==> src/rtl/seven_seg_scanner.sv <==
// Multiplexed four-digit seven-segment scanner: prescaled digit rotation,
// frame-synchronous (tear-free) value updates and optional leading-zero blanking.
module seven_seg_scanner #(
    parameter int REFRESH_DIV = 100000,
    parameter bit BLANK_EN    = 1'b1
) (
    input  logic        clk,
    input  logic        reset,
    input  logic        load,
    input  logic [15:0] value_in,
    output logic        busy,
    output logic [3:0]  D0,
    output logic [3:0]  D1,
    output logic [3:0]  D2,
    output logic [3:0]  D3,
    output logic [1:0]  sel,
    output logic [3:0]  an,
    output logic        frame_tick
);

    localparam int            CW   = $clog2(REFRESH_DIV);
    localparam logic [CW-1:0] LAST = CW'(REFRESH_DIV - 1);

    logic [CW-1:0] count_reg, count_next;
    logic [1:0]    sel_reg, sel_next;
    logic [15:0]   pending_reg, pending_next;
    logic [15:0]   display_reg, display_next;
    logic          busy_reg, busy_next;

    logic          slot_tick;
    logic [1:0]    digit_idx;
    logic [3:0]    blank;

    assign slot_tick  = (count_reg == LAST);
    assign frame_tick = slot_tick && (sel_reg == 2'b11);

    always_comb begin
        count_next   = slot_tick ? '0 : count_reg + 1'b1;
        sel_next     = slot_tick ? sel_reg + 2'd1 : sel_reg;
        pending_next = pending_reg;
        display_next = display_reg;
        busy_next    = busy_reg;
        // A boundary only commits a value captured in an earlier cycle, so a
        // load coinciding with the boundary waits for the next one.
        if (frame_tick && busy_reg) begin
            display_next = pending_reg;
            busy_next    = 1'b0;
        end else if (load && !busy_reg) begin
            pending_next = value_in;
            busy_next    = 1'b1;
        end
    end

    always_ff @(posedge clk or posedge reset) begin
        if (reset) begin
            count_reg   <= '0;
            sel_reg     <= 2'b00;
            pending_reg <= 16'h0000;
            display_reg <= 16'h0000;
            busy_reg    <= 1'b0;
        end else begin
            count_reg   <= count_next;
            sel_reg     <= sel_next;
            pending_reg <= pending_next;
            display_reg <= display_next;
            busy_reg    <= busy_next;
        end
    end

    // Blanking chains downward from the leftmost digit; digit 0 always shows.
    assign blank[0] = 1'b0;
    assign blank[3] = (BLANK_EN != 1'b0) && (display_reg[15:12] == 4'd0);
    generate
        for (genvar gi = 1; gi < 3; gi++) begin : g_blank
            assign blank[gi] = blank[gi+1] && (display_reg[gi*4 +: 4] == 4'd0);
        end
    endgenerate

    // sel 01/10/11/00 addresses digit 0/1/2/3, i.e. digit = sel - 1 modulo 4.
    assign digit_idx = sel_reg - 2'd1;

    generate
        for (genvar gi = 0; gi < 4; gi++) begin : g_an
            assign an[gi] = !((digit_idx == 2'(gi)) && !blank[gi]);
        end
    endgenerate

    assign sel  = sel_reg;
    assign busy = busy_reg;
    assign D0   = display_reg[3:0];
    assign D1   = display_reg[7:4];
    assign D2   = display_reg[11:8];
    assign D3   = display_reg[15:12];

endmodule

==> config.mk <==
export PLATFORM = sky130hd
export DESIGN_NAME = seven_seg_scanner
export DESIGN_NICKNAME = d
export VERILOG_FILES = /design/src/rtl/seven_seg_scanner.sv
export SDC_FILE = /design/constraint.sdc
export NUM_CORES = 1
export LEC_CHECK = 0
export BUFFER_PORTS_ARGS = -buffer_cell sky130_fd_sc_hd__buf_2
export CORE_MARGIN = 2
export CORE_UTILIZATION = 49
export DETAILED_ROUTE_END_ITERATION = 6
export GPL_TIMING_DRIVEN = 0
export HOLD_SLACK_MARGIN = 0.08
export PLACE_DENSITY = 0.71
export SLEW_MARGIN = 20
export SYNTH_ARGS = -nofsm -noshare
export SYNTH_HDL_FRONTEND = slang
export SYNTH_SLANG_ARGS = --single-unit
==> constraint.sdc <==
create_clock -name clk -period 2.22 [get_ports clk]
set_input_delay 0.666 -clock clk [delete_from_list [all_inputs] [get_ports clk]]
set_output_delay 0.666 -clock clk [all_outputs]
set_load 0.02 [all_outputs]
# After elaboration in Yosys (flattened, before gate mapping)

Cells that the tools add are included.

Register bits after elaboration: 52
Input port bits: 19
Output and inout bits: 24
Logic and storage cells: 39

Add/subtract/negate cells: 3
Eq/ne operators: 5
Muxes and demuxes: 3
Bitwise gates (word level): 1
Reductions and logical operators: 22

Operator list:

| kind                                                 | number |
|---|---|
| adder 17 x 1 -> 17 bit (second input constant)       | 1 |
| equality test 17 bit (second input constant)         | 1 |
| 2-to-1 mux 17 bit                                    | 1 |
| logical NOT 4 bit                                    | 3 |
| logical AND 1 bit                                    | 8 |
| logical NOT 1 bit                                    | 8 |
| equality test 2 bit (second input constant)          | 3 |
| adder 2 x 1 -> 2 bit (second input constant)         | 1 |
| equality test 2 x 1 -> 1 bit (second input constant) | 1 |
| logical NOT 2 bit                                    | 1 |
| 2-to-1 mux 1 bit                                     | 2 |
| AND reduction 2 bit                                  | 1 |
| nonzero test 2 bit                                   | 1 |
| subtractor 2 x 1 -> 2 bit (second input constant)    | 1 |
| NOT 1 bit                                            | 1 |

# Depth between registers and ports, before layout

Gate-level depths: netlist of run 1.

Depth after elaboration: 6
Gate-level depth with buffers: 6
Gate-level depth less buffers: 5

# Worst setup path before layout of run 1

OpenSTA, ideal clock, no wires.

Path kind: register to output
From: reg count_reg[0]
To: out frame_tick
Arrival time: 1.821 ns
Data required time: 1.554 ns
Path slack: -0.267 ns
Cell stages (with the launch flop): 7
Buffers on the path: 1
Cell sequence: dfrtp_1 > ha_1 > nand3_2 > or4_4 > nor2_1 > buf_2 > and2_1

Cells in the longest elaborated chain, start to end: 2

Ends and longest elaborated chain:

| item                     | RTL line | text |
|---|---|---|
| start: declaration       | 24       | `logic [CW-1:0] count_reg, count_next;` |
| start signal: assignment | 62       | `count_reg <= count_next;` |
| equality test 17 bit     | 34       | `assign slot_tick = (count_reg == LAST);` |
| logical AND 1 bit        | 35       | `assign frame_tick = slot_tick && (sel_reg == 2'b11);` |
| end: declaration         | 18       | `output logic frame_tick` |

No other way between the ends.

# Final worst setup path of run 1

From: reg count_reg[1]
To: out frame_tick

The elaborated chain is that of the path after synthesis.

==> qor.csv, run 1 <==
metric,value,unit
status,"finished, violations left",
failing checks,setup timing,
starting density of the core,0.511,
Final Instance Area,2780,um^2
number of flops mapped to enable cells by yosys,0,
remaining global-route overflow,0,
minimum clock period,2.45,ns
type of the worst setup path,reg -> out,
fmax,0.408,GHz
Nets,257,
Final Skew,0.00625,ns
worst reg2reg endpoint,display_reg[9],
Die Y,71.4,um
total routed wirelength,4.34,mm
clock sink count,52,
CTS H-Tree Depth,2,
ANT nets after route,0,
"Seq/Total Area, Yosys",0.585,
DRT iter0 DRCs,101,
length of the first detailed-routing pass in iterations,4,
Mapped Area,2220,um^2
vias in the first global route,1669,
YS warnings,0,
Vias,1494,
r2r worst-path depth,7,
Setup crit start kind,flip-flop,
Pleak,1.41,nW
syn avg cell area,13.2,um^2
r2r setup slk,0.09,ns
"CTS clk-pin slew, worst paths",0.09,ns
syn_nets,193,
CORE AREA,4350,um^2
Tot GR Track Use,0.195,
number of buffers created by CTS,5,
Max Cap Violations,0,
Final Setup Violations,1,
Die X,71.4,um
die area,5100,um^2
clk_lat worst skew,0.30,ns
Hold Fails Final Rpt,0,
largest net degree at the start of global routing,38,
PD cells,574,nW/um^2
"Period Utilization, post-route",1.10,
hold slack,0.319,ns
"FFs w/ async S/R, synth",1.00,
Layout area overhead,24.7,%
WL/cell,15.2,um
Worst Path Max Fanout,3,
CTS hold repair buffers,0,
clk root buf,clkbuf_8,
GP Congestion,0.819,
Slew @ Worst Pin,0.607,ns
ant diodes,0,
max FFs per register,17,
max-slew violations,0,
DR vias/cell,5.24,
relative slew slack,0.595,
Clock Path Buffers,2,
Yosys reg bits,52,
VDD IR-drop max,0.329,mV
IO Count,43,
Gate Count Post-Synth,168,
total power,1.59,mW
ys flop type,dfrtp_1,
HP Class,in -> async,
first-pass GRT wire length,7.73,mm
DRC,0,
hpwl dp,3.07,mm
Yosys cell types,29,
initial antenna violation count,0,
RSZ-0062 raised after global routing,yes,
post-place instance area,2540,um^2
"Arr. time, crit path",1.78,ns
Worst Setup End Kind,output port,
TritonCTS clock tree,done,
final worst slack,-0.231,ns
CP Data Required Time,1.55,ns
port bufs,42,
layout filler cell count,334,
share of cells above drive strength 1,0.476,
launching point of the worst reg2reg path,count_reg[1],
row count,24,
-- routing by layer --
metal	vias up	GRT usage	routed length [um]
li1	704	-	-
met1	753	0.251	1990
met2	30	0.320	2100
met3	7	0.0478	183
met4	0	0.0776	65
met5	-	0	0
-- cell type report --
class,instances,area [um^2],area share
clock buffers,6,72.6,0.0261
flip-flops and latches,52,1300,0.469
inverters,6,22.5,0.00812
repair buffers,58,352,0.127
multi-input cells,106,923,0.333
clock inverters,2,16.3,0.00586
well taps,52,65.1,0.0234
plain buffers,3,22.5,0.00812
-- placed cells by master, fill, tap and decap left out, types with 2 or more instances in the layout --
cell	instances
dfrtp_1	52
ha_1	5
or4_4	2
nor2_1	14
buf_4	16
xor2_1	7
nor2b_1	2
clkbuf_1	3
mux2_2	33
nand3_1	3
nand4_1	4
nor3_1	3
inv_1	5
xnor2_1	9
nand2_1	7
buf_2	40
nor4_1	3
clkbuf_8	5
-- critical path: stages, from the launching register on --
cell     delay (ns)
dfrtp_1        0.41
ha_4           0.17
nand3_4        0.08
or4_4          0.45
nor2_4         0.12
and2_4         0.15
buf_6          0.10
-- power by group --
part           switching [mW]  total (mW)  internal [mW]  leakage, nW
registers              0.0166       0.997          0.980        0.682
clock network           0.302       0.526          0.225       0.0414
logic                  0.0312      0.0705         0.0393        0.683
total                   0.349        1.59           1.24         1.41
-- cell families after synthesis --
kind of cell,count (synthesis),share of synthesized area
adders and majority gates,6,0.0337
buffers and inverters,10,0.0225
xor gates and xnor gates,16,0.0630
and+or+nand+nor,50,0.127
AOI/OAI and AO/OA,1,0.00225
muxes,33,0.167
DFF,52,0.585
-- timing repair --
action	4_1_cts	5_1_grt
pin swaps	4	4
gates resized for setup	5	5
setup buffers	11	4
setup endpoints to repair	18	10
-- metrics by stage --
step | instances | util | setup TNS (ns) | setup WS (ns)
floorplan | 168 | - | -0.00560 | -0.00560
global placement | 262 | 0.578 | -13.50 | -0.239
detailed placement | 263 | 0.583 | -2.59 | -0.260
CTS | 282 | 0.628 | -0.383 | -0.383
global route | 285 | 0.637 | -0.358 | -0.304
finish | 285 | 0.637 | -0.231 | -0.231
-- worst max-delay path by stage --
stage                 endpoint  depth (start not counted)  slack (ns)     startpoint
3_3_place_gp   pending_reg[10]                          2       -0.24          reset
5_1_grt             frame_tick                          5       -0.30  count_reg[10]
4_1_cts             frame_tick                          7       -0.38   count_reg[0]
3_5_place_dp        frame_tick                          7       -0.26   count_reg[0]
6_report            frame_tick                          6       -0.23   count_reg[1]
2_1_floorplan       frame_tick                          6      -0.006   count_reg[0]
-- Yosys cell counts, types with 2 or more instances --
cell / count / area (um^2)
xnor2_1: 9 / 78.8
nand4_1: 4 / 25.0
nor3_1: 3 / 15.0
xor2_1: 7 / 61.3
clkbuf_1: 2 / 7.51
nor2b_1: 2 / 12.5
nor4_1: 4 / 25.0
inv_1: 6 / 22.5
nand3_1: 3 / 15.0
ha_1: 6 / 75.1
nor2_1: 15 / 56.3
nand2_1: 7 / 26.3
dfrtp_1: 52 / 1300
mux2_2: 33 / 372
Power figures use the tool's default switching activity.
==> inputs of run 2 (changes only) <==
- CORE_UTILIZATION: 49 -> 45
- PLACE_DENSITY: 0.71 -> 0.66
==> qor.csv, run 2 (synthesized netlist as in run 1, its figures left out) <==
metric,value,unit
clk_lat worst skew,0.31,ns
IO Count,43,
ANT nets after route,0,
Post-Place Setup Slack,-0.280,ns
DR vias/cell,4.85,
VDD IR-drop max,0.441,mV
largest net degree at the start of global routing,30,
die area,5520,um^2
cells along the critical path,"ha_4, nand3_4, or4_4, nor2_4, and2_4, buf_6",
Tot GR Track Use,0.167,
"delay-heaviest family, CP",simple AND/OR/NAND/NOR gates,
Crit path buffers/inverters,1,
Worst path max stage delay,0.46,ns
share of cells above drive strength 1,0.489,
starting density of the core,0.468,
clk root buf,clkbuf_8,
PD cells,571,nW/um^2
r2r setup slk,0.10,ns
Slew @ Worst Pin,0.627,ns
CTS H-Tree Depth,2,
Worst Path Max Fanout,3,
Layout area overhead,27.4,%
total power,1.62,mW
max-slew violations,0,
Nets,259,
failing checks,setup timing,
minimum clock period,2.45,ns
RSZ-0062 raised after global routing,yes,
Die X,74.3,um
hpwl dp,2.82,mm
setup TNS,-0.232,ns
most frequent cells in the layout,"51 x dfrtp_1, 40 x buf_2, 33 x mux2_2",
Pleak,1.43,nW
vias in the first global route,1464,
Vias,1464,
"Arr. time, crit path",1.79,ns
WL/cell,13.7,um
Final Setup Violations,1,
number of buffers created by CTS,5,
Slowest cell on crit path,or4_4,
clock sink count,52,
final cell count without fillers,302,
GP Congestion,0.781,
port bufs,42,
placed cell count,278,
Clock Path Buffers,2,
initial antenna violation count,0,
layout filler cell count,414,
max FFs per register,17,
type of the worst setup path,reg -> out,
CORE AREA,4750,um^2
length of the first detailed-routing pass in iterations,4,
Max Cap Violations,0,
Worst Setup End Kind,output port,
CP Data Required Time,1.55,ns
Setup crit start kind,flip-flop,
relative slew slack,0.581,
fmax,0.408,GHz
Crit path depth,6,
"Period Utilization, post-route",1.10,
"commonest non-fill, non-tap cell in the layout",dfrtp_1,
CTS hold repair buffers,0,
total routed wirelength,4.15,mm
row count,25,
status,"finished, violations left",
DRC,0,
first-pass GRT wire length,6.90,mm
final worst slack,-0.232,ns
TritonCTS clock tree,done,
"CTS clk-pin slew, worst paths",0.10,ns
Die Y,74.3,um
DRT iter0 DRCs,90,
r2r worst-path depth,7,
Hold Fails Final Rpt,0,
HP Class,in -> async,
ant diodes,0,
remaining global-route overflow,0,
Final Skew,0.0111,ns
## run 2: repair_timing
item / 4_1_cts / 5_1_grt
resized for setup: 9 / 4
setup buffers: 12 / 5
endpoints found under the setup margin: 16 / 16
pin swaps: 4 / 6
## run 2: layer usage
layer,share of wire,track usage
met1,0.43,0.220
met2,0.51,0.267
met3,0.048,0.0528
met4,0.0070,0.0536
met5,0,0
## run 2: cell type report
cell class | count | area [um^2] | share of cell area
tap | 67 | 83.8 | 0.0296
multi-input combinational | 106 | 938 | 0.331
buffer | 3 | 22.5 | 0.00795
inverter | 6 | 22.5 | 0.00795
clock inverter | 2 | 17.5 | 0.00618
clock buffer | 6 | 72.6 | 0.0256
sequential | 52 | 1300 | 0.460
timing repair buffer | 60 | 374 | 0.132
## run 2: per-stage QoR
| step | cell area (um^2) | hold WS [ns] | utilization |
|---|---|---|---|
| finish | 2830 | 0.424 | 0.596 |
| global route | 2830 | 0.466 | 0.596 |
| CTS | 2790 | 0.443 | 0.586 |
| detailed placement | 2560 | 0.488 | 0.539 |
| global placement | 2540 | 0.479 | 0.534 |
| floorplan | 2240 | 0.452 | - |
## run 2: final timing paths
kind	start	to
setup / recovery	count_reg[1]	frame_tick
hold / removal	reset	display_reg[1]
setup reg to reg	count_reg[1]	display_reg[8]
hold reg to reg	pending_reg[12]	pending_reg[12]
max in group asynchronous	reset	count_reg[0]
min in group clk	pending_reg[12]	pending_reg[12]
## run 2: power by group
group / leakage, nW / internal, mW / switching, mW
Sequential: 0.680 / 0.980 / 0.0146
Combinational: 0.705 / 0.0405 / 0.0297
Clock: 0.0462 / 0.231 / 0.321
